--- config.mk ---
export PLATFORM = sky130hd
export DESIGN_NAME = vote_percent_ctrl
export DESIGN_NICKNAME = d
export VERILOG_FILES = /design/src/rtl/vote_percent_ctrl.sv
export SDC_FILE = /design/constraint.sdc
export NUM_CORES = 1
export LEC_CHECK = 0
export CORE_AREA = 2 2 147 149
export DETAILED_ROUTE_END_ITERATION = 10
export DIE_AREA = 0 0 149 151
export GPL_ROUTABILITY_DRIVEN = 1
export GPL_TIMING_DRIVEN = 0
export PLACE_DENSITY = 0.74
export SLEW_MARGIN = 20
export SYNTH_ARGS = -nofsm -noshare
export SYNTH_HDL_FRONTEND = slang
export SYNTH_SLANG_ARGS = --single-unit
--- constraint.sdc ---
create_clock -name clk -period 43.7 [get_ports clk]
set_clock_uncertainty 0.2 [all_clocks]
set_input_delay 8.74 -clock clk [delete_from_list [all_inputs] [get_ports clk]]
set_output_delay 8.74 -clock clk [all_outputs]
set_load 0.05 [all_outputs]
--- src/rtl/vote_percent_ctrl.sv ---
// Vote percentage controller: snapshots per-candidate counts, finds leader/tie,
// then time-shares one combinational divider to produce floored percentages.

module division #(
  parameter int unsigned WIDTH = 8
) (
  input  logic [WIDTH-1:0] A,
  input  logic [WIDTH-1:0] B,
  output logic [WIDTH-1:0] Res
);
  always_comb begin
    Res = '0;
    if (B != '0) Res = A / B;
  end
endmodule

module vote_percent_ctrl #(
  parameter int unsigned WIDTH = 8,
  parameter int unsigned NCAND = 4
) (
  input  logic                      clk,
  input  logic                      rst_n,
  input  logic                      start,
  input  logic [NCAND*WIDTH-1:0]    votes_flat,
  output logic                      busy,
  output logic                      done,
  output logic [NCAND*7-1:0]        pct_flat,
  output logic [$clog2(NCAND)-1:0]  winner,
  output logic                      tie,
  output logic                      zero_err
);
  localparam int unsigned CW = $clog2(NCAND);
  localparam int unsigned DW = WIDTH + 7;
  localparam int unsigned TW = WIDTH + CW;

  typedef enum logic [2:0] {IDLE, SUM, CHECK, LOAD, CAP, DONE} state_t;

  state_t           state;
  logic [WIDTH-1:0] snap [NCAND];
  logic [TW-1:0]    total;
  logic [WIDTH-1:0] maxv;
  logic [CW-1:0]    idx;
  logic [DW-1:0]    a_reg;
  logic [DW-1:0]    b_reg;
  logic [DW-1:0]    res;
  logic             last;
  logic             unused_res;

  division #(.WIDTH(DW)) u_div (
    .A   (a_reg),
    .B   (b_reg),
    .Res (res)
  );

  // quotient is bounded by 100, so only the low 7 bits are ever meaningful
  assign unused_res = ^res[DW-1:7];
  assign last       = (idx == CW'(NCAND-1));

  always_ff @(posedge clk or negedge rst_n) begin
    if (!rst_n) begin
      state    <= IDLE;
      busy     <= 1'b0;
      done     <= 1'b0;
      pct_flat <= '0;
      winner   <= '0;
      tie      <= 1'b0;
      zero_err <= 1'b0;
      total    <= '0;
      maxv     <= '0;
      idx      <= '0;
      a_reg    <= '0;
      b_reg    <= '0;
      for (int unsigned i = 0; i < NCAND; i++) snap[i] <= '0;
    end else begin
      done <= 1'b0;
      case (state)
        IDLE: begin
          if (start) begin
            for (int unsigned i = 0; i < NCAND; i++)
              snap[i] <= votes_flat[i*WIDTH +: WIDTH];
            pct_flat <= '0;
            winner   <= '0;
            tie      <= 1'b0;
            zero_err <= 1'b0;
            total    <= '0;
            maxv     <= '0;
            idx      <= '0;
            busy     <= 1'b1;
            state    <= SUM;
          end
        end
        SUM: begin
          total <= total + TW'(snap[idx]);
          if (snap[idx] > maxv) begin
            maxv   <= snap[idx];
            winner <= idx;
            tie    <= 1'b0;
          end else if (snap[idx] == maxv && snap[idx] != '0) begin
            tie <= 1'b1;
          end
          if (last) begin
            idx   <= '0;
            state <= CHECK;
          end else begin
            idx <= idx + 1'b1;
          end
        end
        CHECK: begin
          if (total == '0) begin
            zero_err <= 1'b1;
            done     <= 1'b1;
            busy     <= 1'b0;
            state    <= DONE;
          end else begin
            idx   <= '0;
            state <= LOAD;
          end
        end
        LOAD: begin
          a_reg <= DW'(snap[idx]) * DW'(100);
          b_reg <= DW'(total);
          state <= CAP;
        end
        CAP: begin
          pct_flat[idx*7 +: 7] <= res[6:0];
          if (last) begin
            done  <= 1'b1;
            busy  <= 1'b0;
            state <= DONE;
          end else begin
            idx   <= idx + 1'b1;
            state <= LOAD;
          end
        end
        DONE:    state <= IDLE;
        default: state <= IDLE;
      endcase
    end
  end
endmodule

==> impl_metrics.py, run 1 <==
metrics = {
    "status": {
        "status": "finished clean",
    },
    "route": {
        "wl_um": 27800,
        "antenna_left": 0,
        "firstDrtPassIters": 6,
        "via_count": 9954,
        "drtIter0Drc": 508,
        "drc": 0,
        "vias_per_cell": 5.93,
        "routedWlPerCell_um": 16.5,
    },
    "critical_path": {
        "crit_required_ns": 43.73,
        "startpoint_type": "flip-flop",
        "cp_slowest_stage_delay_ns": 0.66,
        "endpoint_kind": "flip-flop",
        "slowest_stage": "or4b_2",
        "cp_common_cell": "ha_1",
        "cp.arrival_ns": 34.05,
        "cp_max_fo": 15,
        "criticalPathCategory": "reg -> reg",
    },
    "clocking": {
        "path_clk_slew_ns": 0.07,
        "ctsResizeCount": 0,
        "cts_sinks": 112,
        "cts_tree": "built",
        "cts_setup_buffers": 0,
        "root_buffer": "clkbuf_16",
        "ctsHoldBuffers": 0,
        "clock_latency_ns": 0.35,
        "cts_buffer_depth": 2,
        "h-tree-depth": 3,
        "cts_made_buffers": 9,
    },
    "grt": {
        "grt_pass1_wl_um": 46000,
        "grt_max_degree": 66,
        "grt.overflow.total": 0,
        "antenna_found_initial": 0,
        "grt_pass1_vias": 9556,
        "grtUsageTotal_pct": 25.1,
    },
    "layout": {
        "insertedDiodeCount": 0,
        "syn_to_final_growth_pct": 12.0,
        "postLayoutCoreUtil_pct": 60.6,
        "drive_gt1_share_pct": 7.56,
        "largest_reg_flops": 32,
        "nets": 1595,
        "final_cell_mix": "nand2_1 (208), ha_1 (157), dfrtp_1 (112)",
        "final_common_cell": "nand2_1",
    },
    "synth": {
        "synth.distinct_cells": 84,
        "synth_edf_count": 0,
        "synth_ff_type": "dfrtp_1",
        "syn_avg_cell_area_um2": 8.56,
        "netlist_area_um2": 11300,
        "synthSimpleGateAreaFrac_pct": 18.5,
        "synth-xor-area-share_pct": 4.43,
        "synthAdderAreaFrac_pct": 18.4,
        "synthArstFlopShare_pct": 100,
        "muxShareOfSynthArea_pct": 8.04,
        "synth_compound_area_share_pct": 21.9,
        "synth_nets": 1514,
        "ys_warn_count": 0,
        "ys_seq_area_share_pct": 24.9,
        "synth_top_family_by_area": "compound AO/OA/AOI/OAI gates",
        "yosys_register_bits": 112,
        "synth_cells": 1317,
    },
    "placed_design": {
        "portBuffers": 68,
        "hpwlAfterDp_um": 22000,
        "gp_congestion": 0.878,
    },
    "floorplanning": {
        "core_area_um2": 20800,
        "die_h_um": 151,
        "io_pins": 69,
        "die_area_um2": 22500,
        "die_w_um": 149,
        "initial_core_util_pct": 54.1,
        "row_count": 53,
    },
    "sta": {
        "period_minus_slack_ns": 34.02,
        "final-setup-viol-count": 0,
        "rsz0062_at_grt": "false",
        "finalCritPeriodShare_pct": 77.9,
        "hold_violations": 0,
        "slew_violations": 0,
        "max_slew_margin_pct": 28.8,
        "fin_setup_tns_ns": 0,
        "worst_pin_slew_ns": 1.05,
        "max_freq_ghz": 0.0294,
    },
    "worst_hold_path": {
        "hold_path.class": "reg -> reg",
    },
    "flow_run": {
        "cap_viol_max_count": 0,
    },
}
## cells by family (layout without fill, tap and decap cells)
group | after synthesis | after routing
AOI/OAI and AO/OA | 353 | 353
xor gates and xnor gates | 57 | 57
adders and majority gates | 163 | 163
buffers and inverters | 111 | 197
DFF | 112 | 112
muxes | 74 | 74
and+or+nand+nor | 447 | 447
## cells in the mapped netlist (14+ instances only)
| master | n | area [um2] |
|---|---|---|
| xor2_1 | 20 | 175 |
| nor2b_1 | 15 | 93.8 |
| ha_1 | 157 | 1960 |
| nand4_1 | 14 | 87.6 |
| o21a_1 | 34 | 255 |
| nand2_1 | 208 | 781 |
| mux2i_1 | 14 | 140 |
| a21oi_1 | 58 | 290 |
| o21ai_0 | 84 | 420 |
| a21boi_0 | 17 | 128 |
| clkbuf_1 | 39 | 146 |
| inv_1 | 65 | 244 |
| a21o_1 | 41 | 308 |
| nor3_1 | 37 | 185 |
| xnor2_1 | 37 | 324 |
| dfrtp_1 | 112 | 2800 |
| nand3_1 | 20 | 100 |
| mux2_2 | 47 | 529 |
| nor2_1 | 79 | 297 |
| o211ai_1 | 15 | 113 |
## stage by stage
stage	area [um2]	setup WS (ns)	std cells	hold slack, ns
6_report	12600	9.68	1678	0.272
3_3_place_gp	12300	10.70	1660	0.255
3_5_place_dp	12300	10.27	1662	0.260
5_1_grt	12600	7.36	1678	0.304
4_1_cts	12600	10.09	1678	0.278
2_1_floorplan	11300	15.51	1317	0.240
## critical path: cells and delay by family, from the launching register on
kind	cells	cell delay, ns
flip-flops	1	0.47
buffers and inverters	13	4.77
adder cells (fa/ha/maj)	15	4.92
AND/OR/NAND/NOR	23	5.59
multiplexers	7	2.82
AO/OA/AOI/OAI	65	15.06
## routing by layer
metal | up-vias | global-route usage (%) | wire length (um)
met1 | 4737 | 34.1 | 12800
met5 | - | 0 | 0
li1 | 4967 | - | -
met4 | 0 | 6.33 | 454
met3 | 33 | 2.35 | 1150
met2 | 217 | 43.3 | 13300
## worst paths after layout
| kind | depth (start not counted) | endpoint | start | slack, ns |
|---|---|---|---|---|
| worst max-delay path | 123 | pct_flat[7]$_DFFE_PN0P_ | b_reg[0]$_DFFE_PN0P_ | 9.68 |
| worst min-delay path | 2 | snap[8]$_DFFE_PN0P_ | snap[8]$_DFFE_PN0P_ | 0.27 |
| worst max register to register | 123 | pct_flat[7]$_DFFE_PN0P_ | b_reg[0]$_DFFE_PN0P_ | 9.68 |
| worst min register to register | 2 | snap[8]$_DFFE_PN0P_ | snap[8]$_DFFE_PN0P_ | 0.27 |
| max in group asynchronous | 2 | a_reg[8]$_DFFE_PN0P_ | rst_n | 34.52 |
| min in group asynchronous | 1 | pct_flat[11]$_DFFE_PN0P_ | rst_n | 8.11 |
## final cells by class
cell class                      instances  area (um2)
Inverter                               66         248
Tap cell                              275         344
Multi-Input combinational cell       1094        8040
Clock buffer                           10         239
Clock inverter                          6        48.8
Timing Repair Buffer                   70         714
Buffer                                 45         193
Fill cell                            1932        8200
Sequential cell                       112        2800
Power of run 1 is not shown: default switching activity piles up to over one toggle a cycle in this logic, so the estimate is an artifact.
==> run 2, diff against run 1 <==
==> constraint.sdc (replaced) <==
create_clock -name clk -period 32.4 [get_ports clk]
set_clock_uncertainty 0.2 [all_clocks]
set_input_delay 6.48 -clock clk [delete_from_list [all_inputs] [get_ports clk]]
set_output_delay 6.48 -clock clk [all_outputs]
set_load 0.05 [all_outputs]
==> run 2 against run 1 <==
Compared with the run above: count of clock-buffer cells in the layout unchanged; sequential share of layout area down 0.22 points; die area unchanged; critical path depth down 1; final cell count about the same; critical path type unchanged; flip-flop and latch count unchanged; register-to-register slack worse by 7.8 ns; core utilization up 0.61 points.
==> impl_metrics.py, run 2 (same netlist as run 1, synthesis figures left out) <==
metrics = {
    "floorplanning": {
        "die_w_um": 149,
        "die_area_um2": 22500,
        "io_pins": 69,
        "core_area_um2": 20800,
        "row_count": 53,
        "die_h_um": 151,
        "initial_core_util_pct": 54.1,
    },
    "worst_hold_path": {
        "worstHoldStart": "snap[8]$_DFFE_PN0P_",
        "hold_path.class": "reg -> reg",
    },
    "clocking": {
        "h-tree-depth": 3,
        "root_buffer": "clkbuf_16",
        "cts_tree": "built",
        "cts_sinks": 112,
        "cts_made_buffers": 9,
        "cts_buffer_depth": 2,
        "clock_latency_ns": 0.35,
        "path_clk_slew_ns": 0.07,
        "ctsHoldBuffers": 0,
    },
    "grt": {
        "grt_max_degree": 66,
        "antenna_found_initial": 0,
        "grtUsageTotal_pct": 25.2,
        "grt_pass1_vias": 9592,
        "grt_pass1_wl_um": 46100,
        "grt.overflow.total": 0,
    },
    "route": {
        "vias_per_cell": 5.91,
        "drtIter0Drc": 506,
        "drc": 0,
        "wl_um": 27800,
        "firstDrtPassIters": 6,
        "via_count": 9918,
        "routedWlPerCell_um": 16.5,
        "antenna_left": 0,
    },
    "critical_path": {
        "cp_common_cell": "ha_1",
        "cp.buffers_inverters": 12,
        "criticalPathCategory": "reg -> reg",
        "cp.arrival_ns": 30.52,
        "endpoint_kind": "flip-flop",
        "startpoint": "b_reg[9]$_DFFE_PN0P_",
        "startpoint_type": "flip-flop",
        "slowest_stage": "or4b_2",
        "cp_slowest_stage_delay_ns": 0.66,
        "path_delay_family": "compound AO/OA/AOI/OAI gates",
        "r2r_start": "b_reg[9]$_DFFE_PN0P_",
        "cp_max_fo": 14,
        "crit_required_ns": 32.43,
    },
    "layout": {
        "syn_to_final_growth_pct": 13.1,
        "final_cell_mix": "nand2_1 (207), ha_1 (157), dfrtp_1 (112)",
        "drive_gt1_share_pct": 9.47,
        "insertedDiodeCount": 0,
        "nets": 1596,
        "final_common_cell": "nand2_1",
        "postLayoutCoreUtil_pct": 61.2,
        "largest_reg_flops": 32,
    },
    "placed_design": {
        "gp_congestion": 0.878,
        "portBuffers": 68,
        "hpwlAfterDp_um": 22000,
    },
    "flow_run": {
        "cap_viol_max_count": 0,
    },
    "sta": {
        "final-setup-viol-count": 0,
        "fin_setup_tns_ns": 0,
        "max_freq_ghz": 0.0328,
        "worst_pin_slew_ns": 0.886,
        "finalCritPeriodShare_pct": 94.1,
        "max_slew_margin_pct": 40.4,
        "period_minus_slack_ns": 30.49,
        "hold_violations": 0,
        "slew_violations": 0,
    },
    "status": {
        "status": "finished clean",
    },
}
run 2: area by class of cell:
cell class	count	area, um2
inverter	66	251
clock inverter	6	48.8
timing repair buffer	74	744
clock buffer	10	239
sequential	112	2800
buffer	42	191
fill	1915	8070
tap	275	344
multi-input combinational	1094	8130
run 2: metrics by stage:
step | setup WS (ns) | instances | hold slack (ns) | cell area [um2]
floorplan | 4.21 | 1317 | 0.240 | 11300
global placement | -0.602 | 1660 | 0.255 | 12300
detailed placement | -1.03 | 1662 | 0.260 | 12300
CTS | 0.0968 | 1678 | 0.278 | 12600
global route | -0.0167 | 1679 | 0.304 | 12800
finish | 1.91 | 1679 | 0.272 | 12800
run 2: timing repair:
item                       CTS  global route
buffers inserted             1             3
gates resized for setup      8            23
pin swaps                    0             3
setup endpoints to repair    4             4
run 2: per-layer routing:
layer | part of all wire [%] | track usage [%] | vias up
li1 | - | - | 4957
met5 | 0 | 0 | -
met2 | 48 | 43.4 | 199
met3 | 4.2 | 2.35 | 38
met1 | 46 | 34.0 | 4724
met4 | 1.9 | 6.76 | 0
run 2: worst min-delay path: cells and delay by family, from the launching register on:
family           cells  cell delay [ns]
DFF                  1             0.34
and+or+nand+nor      2             0.10
run 2: path summary, 6_finish.rpt:
path	endpoint	slack, ns	depth (start not counted)
min in group asynchronous	pct_flat[12]$_DFFE_PN0P_	5.85	1
max	pct_flat[7]$_DFFE_PN0P_	1.91	122
min reg2reg	snap[8]$_DFFE_PN0P_	0.27	2
max reg2reg	pct_flat[7]$_DFFE_PN0P_	1.91	122
min	snap[8]$_DFFE_PN0P_	0.27	2
max in group asynchronous	a_reg[7]$_DFFE_PN0P_	25.48	2
Power of run 2 is left out for the same reason.
==> run 3, diff against run 2 <==
==> constraint.sdc (replaced) <==
create_clock -name clk -period 29.6 [get_ports clk]
set_clock_uncertainty 0.2 [all_clocks]
set_input_delay 5.92 -clock clk [delete_from_list [all_inputs] [get_ports clk]]
set_output_delay 5.92 -clock clk [all_outputs]
set_load 0.05 [all_outputs]
==> run 3 against run 2 <==
Compared with the run above: die area unchanged; register-to-register slack worse by 0.90 ns; final cell count up 2.3%; worst setup slack worse by 0.90 ns; fmax up 6.6%; core utilization up 3.3 points; worst hold slack about the same; count of clock-buffer cells in the layout unchanged.
==> impl_metrics.py, run 3 (same netlist as run 1, synthesis figures left out) <==
metrics = {
    "placed_design": {
        "hpwlAfterDp_um": 22000,
        "portBuffers": 68,
        "post-place-ws_ns": -3.83,
        "gp_congestion": 0.878,
    },
    "route": {
        "firstDrtPassIters": 5,
        "wl_met3_um": 1020,
        "routedWlPerCell_um": 16.9,
        "wl_met1_um": 13400,
        "via_count": 10200,
        "drtIter0Drc": 570,
        "wl_met2_um": 14200,
        "wl_um": 29100,
        "antenna_left": 0,
        "dr.max_layer_used": "met4",
        "drc": 0,
        "vias_per_cell": 5.91,
    },
    "sta": {
        "final-setup-viol-count": 0,
        "timing.final.ws_setup_ns": 1.01,
        "finalCritPeriodShare_pct": 96.6,
        "max_slew_margin_pct": 44.2,
        "period_minus_slack_ns": 28.59,
        "max_freq_ghz": 0.0350,
        "hold_violations": 0,
        "worst_pin_slew_ns": 0.829,
        "slew_violations": 0,
    },
    "clocking": {
        "cts_sinks": 112,
        "cts_made_buffers": 9,
        "path_clk_slew_ns": 0.08,
        "root_buffer": "clkbuf_16",
        "h-tree-depth": 3,
        "cts_buffer_depth": 2,
        "clock_latency_ns": 0.35,
        "cts_tree": "built",
    },
    "critical_path": {
        "crit_required_ns": 29.63,
        "endpoint_kind": "flip-flop",
        "cp_max_fo": 10,
        "cp_slowest_stage_delay_ns": 0.66,
        "cp.arrival_ns": 28.62,
        "startpoint_type": "flip-flop",
        "cp_common_cell": "a21o_1",
        "path_delay_family": "compound AO/OA/AOI/OAI gates",
        "slowest_stage": "or4b_2",
        "criticalPathCategory": "reg -> reg",
        "cp.buffers_inverters": 15,
    },
    "grt": {
        "grt_pass1_vias": 9633,
        "antenna_found_initial": 0,
        "grtUsageTotal_pct": 25.4,
        "grt_max_degree": 66,
        "grt.overflow.total": 0,
        "grt_pass1_wl_um": 46500,
    },
    "layout": {
        "syn_to_final_growth_pct": 19.2,
        "nets": 1634,
        "largest_reg_flops": 32,
        "drive_gt1_share_pct": 15.1,
        "final_cell_mix": "nand2_1 (205), ha_1 (150), dfrtp_1 (112)",
        "final_common_cell": "nand2_1",
        "insertedDiodeCount": 0,
    },
    "floorplanning": {
        "initial_core_util_pct": 54.1,
        "die_h_um": 151,
        "die_w_um": 149,
        "die_area_um2": 22500,
        "row_count": 53,
        "io_pins": 69,
        "core_area_um2": 20800,
    },
    "status": {
        "status": "finished clean",
    },
    "worst_hold_path": {
        "hold_path.class": "reg -> reg",
    },
    "flow_run": {
        "cap_viol_max_count": 0,
    },
}
-- run 3: cell type report --
| type | count | area, um2 |
|---|---|---|
| plain buffers | 42 | 240 |
| clock buffers | 10 | 239 |
| clock inverters | 6 | 48.8 |
| fillers | 1794 | 7390 |
| inverters | 66 | 251 |
| multi-input cells | 1094 | 8470 |
| flip-flops and latches | 112 | 2800 |
| well taps | 275 | 344 |
| repair buffers | 112 | 1040 |
-- run 3: worst register-to-register path: cells and delay by family (launching register included) --
kind / cells / cell delay, ns
AOI/OAI and AO/OA: 66 / 13.53
and+or+nand+nor: 26 / 5.85
adders and majority gates: 14 / 4.22
buffers and inverters: 15 / 2.34
muxes: 6 / 1.99
DFF: 1 / 0.36
-- run 3: routing by layer --
metal,vias to the layer above,track usage (%)
li1,5045,-
met1,4872,34.4
met2,201,44.0
met3,32,2.32
met4,0,6.24
met5,-,0
-- run 3: through the flow --
step                      std cells  utilization [%]  TNS [ns]  hold WS, ns  cell area, um2
after CTS                      1688             61.8         0        0.278           12900
after floorplan                1317                -         0        0.240           11300
final                          1717             64.5         0        0.272           13400
after global placement         1660             59.1    -16.01        0.255           12300
after global routing           1717             64.5     -1.09        0.304           13400
after detailed placement       1662             59.3    -19.49        0.260           12300
-- run 3: timing repair --
action | CTS | global route
hold buffers | 0 | 0
setup endpoints to repair | 8 | 4
cloned | 0 | 1
resized for setup | 40 | 88
pin swaps | 8 | 26
buffers inserted | 12 | 29
-- run 3: worst paths after layout --
check                                     start                  endpoint  slack [ns]  cells after the start
max in group asynchronous                 rst_n      a_reg[7]$_DFFE_PN0P_       23.24                      2
min reg2reg                 snap[8]$_DFFE_PN0P_       snap[8]$_DFFE_PN0P_        0.27                      2
min in group asynchronous                 rst_n  pct_flat[11]$_DFFE_PN0P_        5.29                      1
max                        b_reg[9]$_DFFE_PN0P_   pct_flat[7]$_DFFE_PN0P_        1.01                    127
min                         snap[8]$_DFFE_PN0P_       snap[8]$_DFFE_PN0P_        0.27                      2
max reg2reg                b_reg[9]$_DFFE_PN0P_   pct_flat[7]$_DFFE_PN0P_        1.01                    127
Power of run 3 is left out for the same reason.
